**src/rtl/step_counter_7seg_if.sv**
```systemverilog
// -----------------------------------------------------------------------------
// step_counter_7seg_if
// Bundles the button/direction inputs and the count/display outputs of
// step_counter_7seg so the block drops onto a board wrapper or a bench as one
// port.
//
// Parameters: WIDTH (count width), DIGITS (number of seven-segment digits).
// Signals:
//   select_button  raw asynchronous push-button level
//   dir            1 = count up, 0 = count down
//   count          current count value
//   count_reached  high while count equals the wrap limit
//   seg            7 bits per digit, digit 0 (units) in seg[6:0], {g,f,e,d,c,b,a}
//   bcd_busy       high while a binary-to-BCD conversion is in progress
//   bcd_state      debug view of the converter FSM state (0 idle, 1 shift, 2 done)
// Modports: master drives the inputs (board/bench), slave is the counter.
// -----------------------------------------------------------------------------
interface step_counter_7seg_if #(
    parameter int WIDTH  = 8,
    parameter int DIGITS = 3
);
    logic                  select_button;
    logic                  dir;
    logic [WIDTH-1:0]      count;
    logic                  count_reached;
    logic [7*DIGITS-1:0]   seg;
    logic                  bcd_busy;
    logic [1:0]            bcd_state;

    modport master (
        output select_button,
        output dir,
        input  count,
        input  count_reached,
        input  seg,
        input  bcd_busy,
        input  bcd_state
    );

    modport slave (
        input  select_button,
        input  dir,
        output count,
        output count_reached,
        output seg,
        output bcd_busy,
        output bcd_state
    );
endinterface

```
**src/rtl/step_counter_7seg.sv**
```systemverilog
// -----------------------------------------------------------------------------
// step_counter_7seg
// Debounced push-button step counter with up/down mode, programmable wrap
// limit and a multi-digit seven-segment display driven through a sequential
// shift-and-add-3 binary-to-BCD converter.
//
// Ports:
//   clk    single clock for all state
//   reset  asynchronous, active-low reset; deassertion is synchronised
//   bus    step_counter_7seg_if.slave (select_button, dir, count,
//          count_reached, seg, bcd_busy, bcd_state)
//
// Build option:
//   LEADING_ZERO_BLANK_EN  when defined, digits above the most significant
//                          nonzero digit are blanked (00); the units digit
//                          always displays. When undefined, leading zeros
//                          show as 0 (3F).
//
// Press semantics: a press is a single-cycle pulse produced on the debounced
// 0->1 edge of the button; it is consumed on the same cycle by the count
// register (there is no backpressure, a press is never held pending).
// -----------------------------------------------------------------------------
module step_counter_7seg #(
    parameter int WIDTH           = 8,
    parameter int STEP            = 10,
    parameter int LIMIT           = 150,
    parameter int DIGITS          = 3,
    parameter int DEBOUNCE_CYCLES = 4
) (
    input  logic                 clk,
    input  logic                 reset,
    step_counter_7seg_if.slave   bus
);

    localparam int BCD_W  = 4 * DIGITS;
    localparam int SEG_W  = 7 * DIGITS;
    localparam int DB_W   = (DEBOUNCE_CYCLES > 1) ? $clog2(DEBOUNCE_CYCLES) : 1;
    localparam int ITER_W = $clog2(WIDTH + 1);

    localparam logic [WIDTH-1:0] STEP_V  = WIDTH'(STEP);
    localparam logic [WIDTH-1:0] LIMIT_V = WIDTH'(LIMIT);
    localparam logic [WIDTH:0]   LIMIT_X = (WIDTH+1)'(LIMIT);
    localparam logic [DB_W-1:0]  DB_LAST = DB_W'(DEBOUNCE_CYCLES - 1);
    localparam logic [ITER_W-1:0] ITER_LAST = ITER_W'(WIDTH - 1);

    typedef enum logic [1:0] {
        IDLE  = 2'd0,
        SHIFT = 2'd1,
        DONE  = 2'd2
    } bcd_state_t;

    // -------------------------------------------------------------------------
    // Seven-segment helpers
    // -------------------------------------------------------------------------
    function automatic logic [6:0] seg_enc(input logic [3:0] d);
        logic [6:0] s;
        case (d)
            4'd0:    s = 7'h3F;
            4'd1:    s = 7'h06;
            4'd2:    s = 7'h5B;
            4'd3:    s = 7'h4F;
            4'd4:    s = 7'h66;
            4'd5:    s = 7'h6D;
            4'd6:    s = 7'h7D;
            4'd7:    s = 7'h07;
            4'd8:    s = 7'h7F;
            4'd9:    s = 7'h6F;
            default: s = 7'h00;
        endcase
        return s;
    endfunction

    // Display pattern for an all-zero digit register, i.e. the value "0".
    function automatic logic [SEG_W-1:0] seg_reset_val();
        logic [SEG_W-1:0] r;
        r = '0;
        for (int i = 0; i < DIGITS; i++) begin
`ifdef LEADING_ZERO_BLANK_EN
            r[7*i +: 7] = (i == 0) ? 7'h3F : 7'h00;
`else
            r[7*i +: 7] = 7'h3F;
`endif
        end
        return r;
    endfunction

    localparam logic [SEG_W-1:0] SEG_RST = seg_reset_val();

    // Double-dabble correction: every BCD nibble of 5 or more gets +3 so the
    // following left shift carries correctly into the next decimal digit.
    function automatic logic [BCD_W-1:0] add3(input logic [BCD_W-1:0] v);
        logic [BCD_W-1:0] r;
        r = v;
        for (int i = 0; i < DIGITS; i++) begin
            if (v[4*i +: 4] >= 4'd5) begin
                r[4*i +: 4] = v[4*i +: 4] + 4'd3;
            end
        end
        return r;
    endfunction

    // -------------------------------------------------------------------------
    // Reset: asserts asynchronously, releases two clocks after reset rises.
    // -------------------------------------------------------------------------
    logic [1:0] rst_sync;
    logic       rst_n;

    always_ff @(posedge clk or negedge reset) begin
        if (!reset) begin
            rst_sync <= 2'b00;
        end else begin
            rst_sync <= {rst_sync[0], 1'b1};
        end
    end

    assign rst_n = rst_sync[1];

    // -------------------------------------------------------------------------
    // Button conditioning: 2-flop synchroniser followed by a debounce counter
    // -------------------------------------------------------------------------
    logic [1:0]      btn_sync;
    logic            btn_level;
    logic            btn_level_prev;
    logic [DB_W-1:0] db_cnt;
    logic            press;

    always_ff @(posedge clk or negedge rst_n) begin
        if (!rst_n) begin
            btn_sync <= 2'b00;
        end else begin
            btn_sync <= {btn_sync[0], bus.select_button};
        end
    end

    // The debounced level flips only after DEBOUNCE_CYCLES consecutive
    // synchronised samples disagree with it; one agreeing sample restarts.
    always_ff @(posedge clk or negedge rst_n) begin
        if (!rst_n) begin
            btn_level      <= 1'b0;
            btn_level_prev <= 1'b0;
            db_cnt         <= '0;
        end else begin
            btn_level_prev <= btn_level;
            if (btn_sync[1] != btn_level) begin
                if (db_cnt == DB_LAST) begin
                    btn_level <= btn_sync[1];
                    db_cnt    <= '0;
                end else begin
                    db_cnt <= db_cnt + DB_W'(1);
                end
            end else begin
                db_cnt <= '0;
            end
        end
    end

    // Rising edge of the debounced level only; release produces nothing.
    assign press = btn_level & ~btn_level_prev;

    // -------------------------------------------------------------------------
    // Count register
    // -------------------------------------------------------------------------
    logic [WIDTH-1:0] count_q;
    logic [WIDTH:0]   sum_up;

    // One extra bit so count + STEP cannot wrap before the limit compare.
    assign sum_up = {1'b0, count_q} + {1'b0, STEP_V};

    always_ff @(posedge clk or negedge rst_n) begin
        if (!rst_n) begin
            count_q <= '0;
        end else if (press) begin
            if (bus.dir) begin
                if (sum_up > LIMIT_X) begin
                    count_q <= '0;
                end else begin
                    count_q <= sum_up[WIDTH-1:0];
                end
            end else begin
                if (count_q < STEP_V) begin
                    count_q <= LIMIT_V;
                end else begin
                    count_q <= count_q - STEP_V;
                end
            end
        end
    end

    assign bus.count         = count_q;
    assign bus.count_reached = (count_q == LIMIT_V);

    // -------------------------------------------------------------------------
    // Binary-to-BCD converter FSM
    // -------------------------------------------------------------------------
    bcd_state_t                 state_q, state_d;
    logic [WIDTH-1:0]           last_q, last_d;    // value last taken for conversion
    logic [WIDTH-1:0]           bin_q, bin_d;      // binary shift register
    logic [BCD_W-1:0]           bcd_q, bcd_d;      // BCD accumulator
    logic [ITER_W-1:0]          iter_q, iter_d;
    logic [DIGITS-1:0][3:0]     digit_q, digit_d;  // displayed digits
    logic [BCD_W+WIDTH-1:0]     shifted;

    always_ff @(posedge clk or negedge rst_n) begin
        if (!rst_n) begin
            state_q <= IDLE;
            last_q  <= '0;
            bin_q   <= '0;
            bcd_q   <= '0;
            iter_q  <= '0;
            digit_q <= '0;
        end else begin
            state_q <= state_d;
            last_q  <= last_d;
            bin_q   <= bin_d;
            bcd_q   <= bcd_d;
            iter_q  <= iter_d;
            digit_q <= digit_d;
        end
    end

    always_comb begin
        state_d = state_q;
        last_d  = last_q;
        bin_d   = bin_q;
        bcd_d   = bcd_q;
        iter_d  = iter_q;
        digit_d = digit_q;
        shifted = {add3(bcd_q), bin_q} << 1;

        case (state_q)
            IDLE: begin
                // A count change that happened mid-conversion is caught here
                // on return, so the display always converges on the count.
                if (count_q != last_q) begin
                    last_d  = count_q;
                    bin_d   = count_q;
                    bcd_d   = '0;
                    iter_d  = '0;
                    state_d = SHIFT;
                end
            end
            SHIFT: begin
                bcd_d  = shifted[BCD_W+WIDTH-1 -: BCD_W];
                bin_d  = shifted[WIDTH-1:0];
                iter_d = iter_q + ITER_W'(1);
                if (iter_q == ITER_LAST) begin
                    state_d = DONE;
                end
            end
            DONE: begin
                digit_d = bcd_q;
                state_d = IDLE;
            end
            default: begin
                state_d = IDLE;
            end
        endcase
    end

    assign bus.bcd_busy  = (state_q != IDLE);
    assign bus.bcd_state = state_q;

    // -------------------------------------------------------------------------
    // Seven-segment output register
    // -------------------------------------------------------------------------
    logic [SEG_W-1:0] seg_d, seg_q;

`ifdef LEADING_ZERO_BLANK_EN
    always_comb begin
        logic leading;
        leading = 1'b1;
        seg_d   = '0;
        // Walk from the most significant digit down; while every digit seen
        // so far is zero the digit is a leading zero and stays dark.
        for (int i = DIGITS - 1; i >= 0; i--) begin
            leading = leading & (digit_q[i] == 4'd0);
            if (i != 0 && leading) begin
                seg_d[7*i +: 7] = 7'h00;
            end else begin
                seg_d[7*i +: 7] = seg_enc(digit_q[i]);
            end
        end
    end
`else
    always_comb begin
        seg_d = '0;
        for (int i = 0; i < DIGITS; i++) begin
            seg_d[7*i +: 7] = seg_enc(digit_q[i]);
        end
    end
`endif

    always_ff @(posedge clk or negedge rst_n) begin
        if (!rst_n) begin
            seg_q <= SEG_RST;
        end else begin
            seg_q <= seg_d;
        end
    end

    assign bus.seg = seg_q;

endmodule

```
**src/flat_wrapper.sv**
```systemverilog
// flat-port wrapper written by rule: the top's interface ports become plain ports
module step_counter_7seg_flat 
#(
    parameter int WIDTH           = 8,
    parameter int STEP            = 10,
    parameter int LIMIT           = 150,
    parameter int DIGITS          = 3,
    parameter int DEBOUNCE_CYCLES = 4
)
  (clk, reset, bus_select_button, bus_dir, bus_count, bus_count_reached, bus_seg, bus_bcd_busy, bus_bcd_state);
  step_counter_7seg_if #(.WIDTH(WIDTH), .DIGITS(DIGITS)) bus_i ();
  input  logic clk;
  input  logic reset;
  input wire logic [$bits(bus_i.select_button)-1:0] bus_select_button;
  input wire logic [$bits(bus_i.dir)-1:0] bus_dir;
  output wire logic [$bits(bus_i.count)-1:0] bus_count;
  output wire logic [$bits(bus_i.count_reached)-1:0] bus_count_reached;
  output wire logic [$bits(bus_i.seg)-1:0] bus_seg;
  output wire logic [$bits(bus_i.bcd_busy)-1:0] bus_bcd_busy;
  output wire logic [$bits(bus_i.bcd_state)-1:0] bus_bcd_state;
  assign bus_i.select_button = bus_select_button;
  assign bus_i.dir = bus_dir;
  assign bus_count = bus_i.count;
  assign bus_count_reached = bus_i.count_reached;
  assign bus_seg = bus_i.seg;
  assign bus_bcd_busy = bus_i.bcd_busy;
  assign bus_bcd_state = bus_i.bcd_state;
  step_counter_7seg #(.WIDTH(WIDTH), .STEP(STEP), .LIMIT(LIMIT), .DIGITS(DIGITS), .DEBOUNCE_CYCLES(DEBOUNCE_CYCLES)) u_core (.clk(clk), .reset(reset), .bus(bus_i));
endmodule
```
**config.mk**
```make
export PLATFORM = sky130hd
export DESIGN_NAME = step_counter_7seg_flat
export DESIGN_NICKNAME = d
export VERILOG_FILES = /design/src/rtl/step_counter_7seg_if.sv /design/src/rtl/step_counter_7seg.sv /design/src/flat_wrapper.sv
export SDC_FILE = /design/constraint.sdc
export NUM_CORES = 1
export LEC_CHECK = 0
export CORE_UTILIZATION = 62
export DETAILED_ROUTE_END_ITERATION = 12
export PLACE_DENSITY = 0.88
export REMOVE_ABC_BUFFERS = 1
export SETUP_SLACK_MARGIN = 0.3
export SYNTH_ARGS = -nofsm -noshare
export SYNTH_HDL_FRONTEND = slang
export SYNTH_SLANG_ARGS = --single-unit
```
**constraint.sdc**
```tcl
create_clock -name clk -period 7.2 [get_ports clk]
set_clock_uncertainty 0.1 [all_clocks]
set_input_delay 0.72 -clock clk [delete_from_list [all_inputs] [get_ports clk]]
set_output_delay 0.72 -clock clk [all_outputs]
set_load 0.05 [all_outputs]
```
==> impl_metrics.csv <==
group,metric,value,unit
run_status,run_status,"complete, but fails checks",
run_status,violations,"design-rule violations",
timing,fin_crit_sh,0.4301,
flow_run,drv_cap,0,
floorplan,rows,29,
cells_and_area,design_area,0.004817,sq mm
yosys,synthTopCellsByArea,"dfrtp_1, dfstp_2, ha_1",
yosys,postSynth.asyncResetShare,1.000,
pwr,p_sw,1.043,mW
place,hpwl,5143,microns
pwr,swShare,0.4301,
timing,fin_setup_tns,0,ps
yosys,syn_area,0.004234,sq mm
routing,drt_wl_total,7567,microns
setup_path,reg2reg_from,"u_core.bus.count[3]$_DFFE_PN0P_",
pwr,peakVddDrop,333.3,uV
routing,drt_pass1_iterations,11,
pwr,power_frac_seq,0.351,
clock_network,cts_hold_buffers,0,
yosys,synth.avg_cell_area,10.48,sq um
yosys,synth_fa_ha_area_frac,0.08570,
clock_network,cts_setup_buffers,0,
setup_path,path_class,"reg2out",
pwr,clkPwrFrac,0.183,
cells_and_area,drive_gt1_frac,0.1369,
clock_network,clock-root-buffer,"clkbuf_8",
timing,period_minus_slack,3097,ps
setup_path,required,6380,ps
timing,hold_viol,0,
hold_path,worstHoldPathCells,0,
place,place_congestion,0.9605,
grt,antenna_found_initial,0,
timing,slew_headroom,0.2346,
hold_path,hold_path.class,"reg2reg",
grt,globalRouteOverflowTotal,0,
setup_path,start_kind,"register",
yosys,synth_cell_type_count,54,
yosys,synth_area_leader_cell,"dfrtp_1",
grt,grt_max_degree,80,
floorplan,dieArea,0.007164,sq mm
setup_path,r2r_setup_slack,4800,ps
hold_path,min_from,"u_core.btn_sync[0]$_DFF_PN0_",
pwr,intPower,1.382,mW
yosys,synthXorXnorAreaFrac,0.04137,
yosys,synth-simple-area-share,0.1250,
yosys,synth_mux_area_frac,0.03191,
yosys,yosysTopAreaCellShare,0.3723,
yosys,synth_compound_area_frac,0.1714,
timing,worst_slew_pin_slew,1146,ps
place,io_buffers,35,
routing,via_per_inst,5.766,
setup_path,cp-end-kind,"output port",
setup_path,crit_arrival,2280,ps
yosys,ys_ff_latch,81,
routing,dr.first_iter.drc_count,156,
clock_network,cts_sinks,81,
floorplan,core_area,0.006459,sq mm
pwr,p_per_area,503.6,mW/mm^2
cells_and_area,utilization,0.7458,
clock_network,numCtsBuffers,9,
yosys,synth_edf_count,0,
grt,grt_pass1_vias,2829,
floorplan,num_io_pins,37,
place,placed_area,0.004542,sq mm
cells_and_area,nets,459,
routing,wl_per_cell,14.90,microns
clock_network,clkLatencyLatePin,350,ps
setup_path,r2r_end,"u_core.bin_q[4]$_DFFE_PN0P_",
grt,grt_use_total,0.2327,
pwr,comb_power_share,0.466,
yosys,yosys_warnings,0,
routing,ant_nets,0,
clock_network,postCtsResizedCells,0,
clock_network,htree_num_levels,3,
setup_path,critPathMaxFanout,13,
timing,setup_viol,0,
timing,clock.fmax,0.3229,GHz
yosys,synth_ff_type,"dfrtp_1",
timing,final_max_slew_viol_count,0,
clock_network,clock_path_buffers,2,
routing,drc,2,
yosys,yosysSeqAreaShare,0.4840,
hold_path,min_to,"u_core.btn_sync[1]$_DFF_PN0_",
yosys,synth_top_family_by_area,"compound AO/OA/AOI/OAI gates",
floorplan,initial_core_util,0.6556,
grt,grt_pass1_wl,12970,microns
routing,vias,2929,
floorplan,die_w,84.64,microns
pwr,total_leakage_power,2.125,nW
floorplan,fp.dieH,84.64,microns
setup_path,r2r_cells,5,
cells_and_area,n_antenna_cell,0,
cells_and_area,syn_to_final_growth,13.77,%
clock_network,path_clk_slew,80,ps
timing,rsz0062_at_grt,"no",
clock_network,cts_tree,"yes",
yosys,syn_inst,404,
## per-stage QoR
step | setup slack (ps) | cells | hold slack, ps | total power, mW
3_3_place_gp | 4551 | 492 | 235.4 | 1.936
4_1_cts | 4117 | 508 | 259.1 | 2.434
3_5_place_dp | 4529 | 492 | 237.7 | 1.986
6_report | 4103 | 508 | 255.7 | 2.426
2_1_floorplan | 3885 | 379 | 231.2 | 1.672
5_1_grt | 3983 | 508 | 260.1 | 2.585
## cell type report
type | instances | area [sq um]
flip-flops and latches | 81 | 2051
clock buffers | 10 | 137.6
multi-input cells | 271 | 1936
fillers | 449 | 1642
inverters | 27 | 101.3
clock inverters | 6 | 137.6
repair buffers | 36 | 357.8
well taps | 77 | 96.34
## worst max-delay path by stage
stage                                               start                 to  slack, ps  cells after the start
after floorplan           u_core.bus.count[1]$_DFFE_PN0P_  bus_count_reached       3880                      2
after global placement    u_core.bus.count[6]$_DFFE_PN0P_  bus_count_reached       4550                      3
after detailed placement  u_core.bus.count[6]$_DFFE_PN0P_  bus_count_reached       4530                      3
after CTS                 u_core.bus.count[6]$_DFFE_PN0P_  bus_count_reached       4120                      3
after global routing      u_core.bus.count[6]$_DFFE_PN0P_  bus_count_reached       3980                      3
final                     u_core.bus.count[6]$_DFFE_PN0P_  bus_count_reached       4100                      3
## cells in the mapped netlist (7+ instances only)
library cell  count
dfrtp_1          63
nand2_1          34
o21ai_0          30
ha_1             29
inv_1            27
dfstp_2          18
o21ai_1          16
xnor2_1          16
clkbuf_1         14
nand2b_1         14
mux2_2           12
o22ai_1          12
nor3_1           11
a21oi_1          10
and2_1            8
a221o_1           7
nor2_1            7
## layout by cell type (no fill, tap or decap), types with 6 or more instances in the layout
| master | n |
|---|---|
| dfrtp_1 | 62 |
| clkdlybuf4s50_1 | 35 |
| nand2_1 | 34 |
| o21ai_0 | 30 |
| ha_1 | 29 |
| inv_1 | 27 |
| dfstp_2 | 18 |
| xnor2_1 | 16 |
| o21ai_1 | 16 |
| nand2b_1 | 14 |
| o22ai_1 | 12 |
| mux2_2 | 12 |
| nor3_1 | 11 |
| a21oi_1 | 10 |
| clkbuf_8 | 10 |
| and2_1 | 8 |
| nor2_1 | 7 |
| a221o_1 | 7 |
| nor2b_1 | 6 |
## logic make-up after synthesis
group | Yosys count
AO/OA/AOI/OAI | 107
adder cells (fa/ha/maj) | 29
other | 2
AND/OR/NAND/NOR | 101
buffers and inverters | 52
XOR/XNOR | 20
flip-flops | 81
multiplexers | 12
## registers in the layout, summed over array words and instances, names as in the netlist
signal / count
u_core.last_q: 7
u_core.digit_q: 12
u_core.bin_q: 8
u_core.iter_q: 4
u_core.db_cnt: 2
u_core.bus.bcd_state: 2
u_core.btn_level_prev: 1
u_core.bus.seg: 21
u_core.bcd_q: 12
u_core.rst_sync: 2
u_core.btn_level: 1
u_core.bus.count: 7
u_core.btn_sync: 2
## worst max-delay path: stages, from the launching register on
cell and delay, ps:
dfrtp_1 520, nand2b_1 240, nor4_1 300, clkdlybuf4s50_1 860
## routing by layer
layer | GRT usage | up-vias | routed length (microns)
met4 | 0.1002 | 0 | 153
met3 | 0.05310 | 16 | 326
met5 | 0 | - | 0
met2 | 0.4102 | 72 | 3824
li1 | - | 1434 | -
met1 | 0.2733 | 1407 | 3264
## power groups by stage
stage	Combinational (mW)	Sequential, mW	Clock (mW)
after floorplan	0.613	1.06	0
after detailed placement	1.13	0.857	0
after CTS	1.14	0.849	0.449
after global placement	1.10	0.839	0
after global routing	1.23	0.880	0.471
final	1.13	0.851	0.444
No activity file was read; power rests on OpenSTA's default activity.
